===== config.mk =====
export PLATFORM = sky130hd
export DESIGN_NAME = pipeline_stall_sequencer
export DESIGN_NICKNAME = d
export VERILOG_FILES = /design/src/rtl/pipe_ctrl_pkg.sv /design/src/rtl/sat_counter.sv /design/src/rtl/pipeline_stall_sequencer.sv
export SDC_FILE = /design/constraint.sdc
export NUM_CORES = 1
export LEC_CHECK = 0
export ABC_AREA = 1
export BUFFER_PORTS_ARGS = -buffer_cell sky130_fd_sc_hd__buf_2
export CORE_ASPECT_RATIO = 0.5
export CORE_MARGIN = 4
export CORE_UTILIZATION = 41
export DETAILED_ROUTE_END_ITERATION = 10
export PLACE_DENSITY = 0.62
export SLEW_MARGIN = 15
export SYNTH_ARGS = -nofsm -noshare
export SYNTH_HDL_FRONTEND = slang
export SYNTH_HIERARCHICAL = 1
export SYNTH_SLANG_ARGS = --single-unit

===== constraint.sdc =====
create_clock -name clk -period 1.6 [get_ports clk]
set_clock_uncertainty 0.05 [all_clocks]
set_input_delay 0.16 -clock clk [delete_from_list [all_inputs] [get_ports clk]]
set_output_delay 0.16 -clock clk [all_outputs]
set_load 0.05 [all_outputs]

===== src/rtl/pipe_ctrl_pkg.sv =====
// Shared pipeline-control types: sequencer states, field widths and enable patterns.
// Used by the stall sequencer and its counter sub-module.
package pipe_ctrl_pkg;

  localparam int HZ_DEPTH_W  = 2;
  localparam int STALL_CNT_W = 16;

  typedef enum logic [1:0] {
    RUN       = 2'd0,
    HAZ_STALL = 2'd1,
    MEM_WAIT  = 2'd2
  } pipe_state_e;

  typedef struct packed {
    logic pc_write;
    logic if_id_write;
    logic if_id_flush;
    logic id_ex_bubble;
    logic ex_mem_write;
  } pipe_ctl_t;

  localparam pipe_ctl_t CTL_NORMAL = '{pc_write: 1'b1, if_id_write: 1'b1, if_id_flush: 1'b0,
                                       id_ex_bubble: 1'b0, ex_mem_write: 1'b1};
  localparam pipe_ctl_t CTL_FREEZE = '{pc_write: 1'b0, if_id_write: 1'b0, if_id_flush: 1'b0,
                                       id_ex_bubble: 1'b0, ex_mem_write: 1'b0};
  localparam pipe_ctl_t CTL_FLUSH  = '{pc_write: 1'b1, if_id_write: 1'b1, if_id_flush: 1'b1,
                                       id_ex_bubble: 1'b1, ex_mem_write: 1'b1};
  localparam pipe_ctl_t CTL_BUBBLE = '{pc_write: 1'b0, if_id_write: 1'b0, if_id_flush: 1'b0,
                                       id_ex_bubble: 1'b1, ex_mem_write: 1'b1};
  localparam pipe_ctl_t CTL_IMISS  = '{pc_write: 1'b0, if_id_write: 1'b1, if_id_flush: 1'b1,
                                       id_ex_bubble: 1'b0, ex_mem_write: 1'b1};
  localparam pipe_ctl_t CTL_RESET  = '{pc_write: 1'b0, if_id_write: 1'b0, if_id_flush: 1'b1,
                                       id_ex_bubble: 1'b1, ex_mem_write: 1'b0};

  // A requested depth of 0 still costs one bubble.
  function automatic logic [HZ_DEPTH_W-1:0] eff_depth(input logic [HZ_DEPTH_W-1:0] d);
    return (d == '0) ? HZ_DEPTH_W'(1) : d;
  endfunction

endpackage


===== src/rtl/sat_counter.sv =====
// Saturating up-counter with async active-low clear; increments one cycle after inc_en.
// No backpressure: holds at all-ones once reached.
module sat_counter #(
  parameter int WIDTH = 16
) (
  input  logic             clk,
  input  logic             clr_n,
  input  logic             inc_en,
  output logic [WIDTH-1:0] count
);

  logic [WIDTH-1:0] count_q;

  always_ff @(posedge clk or negedge clr_n) begin
    if (!clr_n) begin
      count_q <= '0;
    end else if (inc_en && (count_q != '1)) begin
      count_q <= count_q + 1'b1;
    end
  end

  assign count = count_q;

endmodule


===== src/rtl/pipeline_stall_sequencer.sv =====
// Pipeline stall/flush sequencer: register enables, flushes and bubbles from hazard/memory events.
// Outputs are combinational (zero latency); a busy data memory freezes everything and parks the stall state.
module pipeline_stall_sequencer
  import pipe_ctrl_pkg::*;
(
  input  logic                   clk,
  input  logic                   rst_n,
  input  logic                   hz_req,
  input  logic [HZ_DEPTH_W-1:0]  hz_depth,
  input  logic                   branch_flush,
  input  logic                   imem_ready,
  input  logic                   dmem_ready,
  output logic                   PC_write,
  output logic                   IF_ID_write,
  output logic                   IF_ID_flush,
  output logic                   ID_EX_bubble,
  output logic                   EX_MEM_write,
  output logic [STALL_CNT_W-1:0] stall_cycles
);

  pipe_state_e           state_q, state_d;
  pipe_state_e           saved_q, saved_d;
  pipe_state_e           resume;
  logic [HZ_DEPTH_W-1:0] cnt_q, cnt_d;
  logic [HZ_DEPTH_W-1:0] depth;
  pipe_ctl_t             ctl;

  always_ff @(posedge clk or negedge rst_n) begin
    if (!rst_n) begin
      state_q <= RUN;
      saved_q <= RUN;
      cnt_q   <= '0;
    end else begin
      state_q <= state_d;
      saved_q <= saved_d;
      cnt_q   <= cnt_d;
    end
  end

  always_comb begin
    ctl     = CTL_NORMAL;
    state_d = state_q;
    saved_d = saved_q;
    cnt_d   = cnt_q;
    depth   = eff_depth(hz_depth);
    // While parked in MEM_WAIT, the state to resume decides this cycle's behaviour.
    resume  = (state_q == MEM_WAIT) ? saved_q : state_q;

    if (!dmem_ready) begin
      ctl     = CTL_FREEZE;
      state_d = MEM_WAIT;
      saved_d = resume;
    end else if (branch_flush) begin
      ctl     = CTL_FLUSH;
      state_d = RUN;
      saved_d = RUN;
      cnt_d   = '0;
    end else if (resume == HAZ_STALL) begin
      ctl     = CTL_BUBBLE;
      cnt_d   = (cnt_q == '0) ? '0 : cnt_q - 1'b1;
      state_d = (cnt_q <= HZ_DEPTH_W'(1)) ? RUN : HAZ_STALL;
      saved_d = RUN;
    end else if (hz_req) begin
      ctl     = CTL_BUBBLE;
      cnt_d   = depth - 1'b1;
      state_d = (depth > HZ_DEPTH_W'(1)) ? HAZ_STALL : RUN;
      saved_d = RUN;
    end else if (!imem_ready) begin
      ctl     = CTL_IMISS;
      state_d = RUN;
      saved_d = RUN;
    end else begin
      state_d = RUN;
      saved_d = RUN;
    end

    // Reset overrides outputs immediately, independent of any clock edge.
    if (!rst_n) begin
      ctl = CTL_RESET;
    end
  end

  assign PC_write     = ctl.pc_write;
  assign IF_ID_write  = ctl.if_id_write;
  assign IF_ID_flush  = ctl.if_id_flush;
  assign ID_EX_bubble = ctl.id_ex_bubble;
  assign EX_MEM_write = ctl.ex_mem_write;

  sat_counter #(
    .WIDTH (STALL_CNT_W)
  ) u_stall_cnt (
    .clk    (clk),
    .clr_n  (rst_n),
    .inc_en (rst_n && !ctl.pc_write),
    .count  (stall_cycles)
  );

endmodule


== After elaboration in Yosys (flattened, before gate mapping) ==
Index checks and enable logic that the tools add are counted.
Widths: inputs -> output; s select.

* Register bits: 22
* Input bits: 8
* Output and inout port bits: 21
* Logic and storage cells: 38

* Add/sub/neg operators: 3
* Magnitude comparators: 2
* Eq/ne operators: 3
* Multiplexer cells: 19
* Reductions and logical operators: 7

{| class="wikitable"
|+ Operator list
! kind !! count
|-
| $mux 5 || 6
|-
| $add 16x1->16 const B || 1
|-
| $mux 2 || 8
|-
| $ne 16x16->1 const B || 1
|-
| $mux 1 || 5
|-
| $logic_not 2->1 || 2
|-
| $sub 2x1->2 const B || 2
|-
| $reduce_bool 3->1 || 1
|-
| $eq 2x1->1 const B || 1
|-
| $eq 2x2->1 const B || 1
|-
| $gt 2x1->1 const B || 1
|-
| $le 2x1->1 const B || 1
|-
| $logic_and 1x1->1 || 2
|-
| $reduce_and 2->1 || 1
|-
| $logic_not 1->1 || 1
|}

== Longest topological paths before layout ==
* Word-level depth: 10
* Depth in mapped cells: 14
* Mapped depth without buffers: 14

== By module ==
The synthesis kept the hierarchy.

{| class="wikitable"
|+ Modules (own cells, without submodules)
! module !! instances !! cells an instance !! area each (um^2)
|-
| sat_counter || 1 || 149 || 1,058.5
|-
| pipeline_stall_sequencer || 1 || 58 || 422.9
|}

== Worst setup path after synthesis ==
Ideal clock, no wire load.

* Kind: reg-to-reg
* From: register u_stall_cnt.count_q[0], in the netlist u_stall_cnt/count[0]
* To: register u_stall_cnt.count_q[6], in the netlist u_stall_cnt/count[6]
* Arrival: 1,706 ps
* Required time: 1,430 ps
* Setup slack: -276 ps
* Cell stages (with the launch flop): 10
* Buffers on the path: 1
* Clock period less this slack: 1,876 ps
* Path through: dfrtp_1 ha_1 inv_2 nor2_4 nand2_2 nor2_4 nor2_4 buf_6 nand2_1 nand2_1

* Word-level cells in the longest chain between the ends: 2

{| class="wikitable"
|+ RTL lines
! item !! RTL line !! RTL
|-
| start: declaration || sat_counter.sv:12 || <nowiki>logic [WIDTH-1:0] count_q;</nowiki>
|-
| start signal: assignment || sat_counter.sv:18 || <nowiki>count_q <= count_q + 1'b1;</nowiki>
|-
| branches (longest 2 deep; another with $add 16x1->16) || -- ||
|}

Several ways; the timed one is not identified.
A chain may end at the register's enable or synchronous reset.

== Final worst setup path ==
* From: register saved_q[1]
* To: output IF_ID_flush

* Word-level cells in the longest chain between the ends: 6

{| class="wikitable"
|+ RTL lines
! item !! RTL line !! RTL
|-
| start: declaration || pipeline_stall_sequencer.sv:22 || <nowiki>pipe_state_e saved_q, saved_d;</nowiki>
|-
| start signal: assignment || pipeline_stall_sequencer.sv:35 || <nowiki>saved_q <= saved_d;</nowiki>
|-
| $mux 2 || pipeline_stall_sequencer.sv:47 || <nowiki>resume = (state_q == MEM_WAIT) ? saved_q : state_q;</nowiki>
|-
| $eq 2x1->1 || pipeline_stall_sequencer.sv:58 || <nowiki>end else if (resume == HAZ_STALL) begin</nowiki>
|-
| $mux 5 || pipeline_stall_sequencer.sv:58 ||
|-
| $mux 5 || pipeline_stall_sequencer.sv:53 || <nowiki>end else if (branch_flush) begin</nowiki>
|-
| $mux 5 || pipeline_stall_sequencer.sv:49 || <nowiki>if (!dmem_ready) begin</nowiki>
|-
| $mux 5 || pipeline_stall_sequencer.sv:78 || <nowiki>if (!rst_n) begin</nowiki>
|-
| end: declaration || pipeline_stall_sequencer.sv:15 || <nowiki>output logic IF_ID_flush,</nowiki>
|}

No other way between the ends.

==> results.md <==
* Outcome: finished, violations left
* Violated checks: negative setup slack
* CP most frequent cell: nand2_2
* Diodes inserted at 0
* Number of synthesized flops with an enable pin at 0
* Nets at about 270
* Die ar. at about 0.0047 mm2
* Area growth, synth to finish at 39.1%
* Max cap viols at 0
* Synth top area share at 37.2%
* Chip width at ~93 um
* Critical Path Start Type: register
* Share of cells above drive strength 1 at a little under half
* Final period util at 104%
* Met1 WL at ~1800 um
* Crit path largest cell delay at roughly 0.41 ns
* Port Buffers at 28
* Worst slew pin tran at approximately 0.36 ns
* Flops & latches, synth at 22
* Crit Path Class: register to primary output
* Hold path depth at 2
* Routed wl met3 at 186 um
* CTS Root Cell: clkbuf_8
* Total negative slack at -0.145 ns
* Fin. max-slew vios at 0
* Num CTS Buffers at 3
* Cell Area, Synth at 0.00148 mm2
* Synth Net Count at between 200 and 250
* Final core utilization at 59.7%
* Detailed Routing Iterations Pass 1 at 4
* Min-delay src: branch_flush
* Final Hold Fails at 0
* Setup violations, final at 6
* Clock Tree Buf Depth at 2
* Synth top cells by count: 84 x nand2_1, 22 x dfrtp_1, 20 x inv_1, 19 x nor2_1, 12 x nand3_1
* CP required at ~1.4 ns
* Via-to-Cell Ratio at 4.67
* All-Layer GR Usage at between 10% and 20%
* FMAX at roughly 0.60 GHz
* Distinct cells, synth at 24
* # IOs at 29
* Leak pwr at 1.00 nW
* H-tree levels at 1
* Hold Path Class: input pin to register
* Core area at ~0.0035 mm2
* CP Capture Type: primary output
* Power Total at 2.11 mW
* Drt wl/cell at ~12 um
* Placed inst area at 0.00176 mm2
* Arr. time, crit path at about 1.5 ns
* Area leader, netlist: dfrtp_1
* Minimum clock period at ~1.7 ns
* First-pass GRT wire length at 6160 um
* Setup slack after layout at -0.0596 ns
* Count of cells along the worst register-to-register path at 10
* Clock-pin slew on the worst setup and hold paths at roughly 0.08 ns
* Yosys warns at 6
* CTS tree: built
* RD Place Congestion at roughly 0.84
* Syn Area/Cell at approximately 7.2 um2
* WHS at about 0.029 ns
* Vias at 1,429
* Initial Utilization at a little over two fifths
* Max-Slew Margin vs Limit at approximately three quarters
* Worst-skew pair later-pin latency at roughly 0.27 ns
* Largest cells by area after synthesis: dfrtp_1 37%, nand2_1 21%, inv_1 5.1%, nor2_1 4.8%, nand3_1 4.1%
* Finished Cell Area at slightly above 0.002 mm2
* Std cell rows at 15
* Hold Path Sink: state_q[0]
* HPWL after detailed placement at approximately 2600 um
* Sequential share of the synthesized area at approximately 37%
* Setup slack, reg-to-reg at -0.01 ns
* Cell Pwr Density at 1030 mW/mm2
* Reg-to-Reg End: u_stall_cnt/count[8]
* Most used DFF post-synth: dfrtp_1
* Chip height at around 51 um
* Crit path max fanout at 3
* Slowest cell on crit path: dfrtp_1
* DRC at 0
* Max layer used: met4
* Final wirelength at roughly 3800 um
* Initial DRC count at between 40 and 50
* Synthesized instance count at ~210
* Metal2 WL at about 1700 um
* Worst reg2reg path startpoint: saved_q[1]
* RSZ-0062 raised after global routing: true
* Fraction of registers with async set/reset at 100%
* Largest net degree at the start of global routing at 22
* Final ANT Viol Nets at 0
* Count leader, synth: nand2_1
* Vias in the first global route at about 1,300
* Initial antenna violation count at 0
* Peak VDD IR at 422 uV
* Filler cells at 364
* Gr ovfl total at 0
* Clock Sinks at 22
* Cell Chain, Critical Path: o21ai_4 > nand2_4 > buf_6 > nand2_2 > nand2_2 > nand3_2 > nand2_2 > buf_6
==> cells in the final DEF (no fill, tap or decap), drive strengths merged <==
master and count:
nor2 26, o21ai 13, xor2 1, clkbuf 5
xnor2 5, nand2 93, buf 45, inv 22
a21oi 2, dlygate4sd3 1, nor3 1, ha 1
nand4 6, nand3 12, dfrtp 22
==> routing by layer <==
| layer | vias to the layer above | global-route usage (%) |
|---|---|---|
| met2 | 27 | 26.7 |
| met1 | 660 | 23.7 |
| met4 | 0 | 1.46 |
| met5 | - | 0 |
| li1 | 740 | - |
| met3 | 2 | 4.04 |
==> how the worst max path moves through the flow <==
stage | end | slack, ns | cells after the start | startpoint
floorplan | u_stall_cnt/count[15] | -0.05 | 12 | saved_q[1]
global placement | u_stall_cnt/count[15] | 0.01 | 12 | saved_q[1]
detailed placement | u_stall_cnt/count[15] | -0.04 | 12 | saved_q[1]
CTS | IF_ID_write | -0.07 | 9 | state_q[1]
global route | IF_ID_write | -0.14 | 9 | state_q[1]
finish | IF_ID_flush | -0.06 | 8 | saved_q[1]
==> layout make-up <==
cell class / count / area [um2] / share of cell area, %
Timing Repair Buffer: 47 / 348 / 16.9
Inverter: 22 / 82.6 / 4.01
Tap cell: 51 / 63.8 / 3.10
Sequential cell: 22 / 568 / 27.6
Clock buffer: 4 / 55.1 / 2.67
Multi-Input combinational cell: 160 / 943 / 45.8
==> repair_timing <==
action,in CTS,in global routing
cloned,0,1
hold buffers,1,0
setup buffers,5,4
pin swaps,4,19
hold endpoints to repair,22,0
setup endpoints to repair,7,20
gates resized for setup,15,33
==> power breakdown <==
part	switching (mW)	internal, mW
clock network	0.192	0.220
logic	0.630	0.305
registers	0.113	0.654
==> registers in the layout (all words and copies together), names as in the netlist <==
register and cells:
state_q 2, saved_q 2, cnt_q 2, u_stall_cnt/count 16
==> logic make-up after synthesis <==
logic type      share of synthesized area [%]
buf+inv                                  8.02
flops                                    37.2
compound gates                           6.59
simple gates                             43.8
fa+ha+maj                               0.844
xor+xnor                                 3.55
==> metrics by stage <==
stage | worst slack, ns | std cells
final | -0.0596 | 306
after detailed placement | -0.0420 | 291
after CTS | -0.0654 | 301
after global placement | 0.00950 | 291
after floorplan | -0.0463 | 207
after global routing | -0.136 | 306
==> worst max-delay path: cells and delay by family (launching register included) <==
kind,cells,cell delay [ns]
and+or+nand+nor,5,0.30
AOI/OAI and AO/OA,1,0.20
buffers and inverters,2,0.28
DFF,1,0.41
Power figures use the tool's default switching activity.
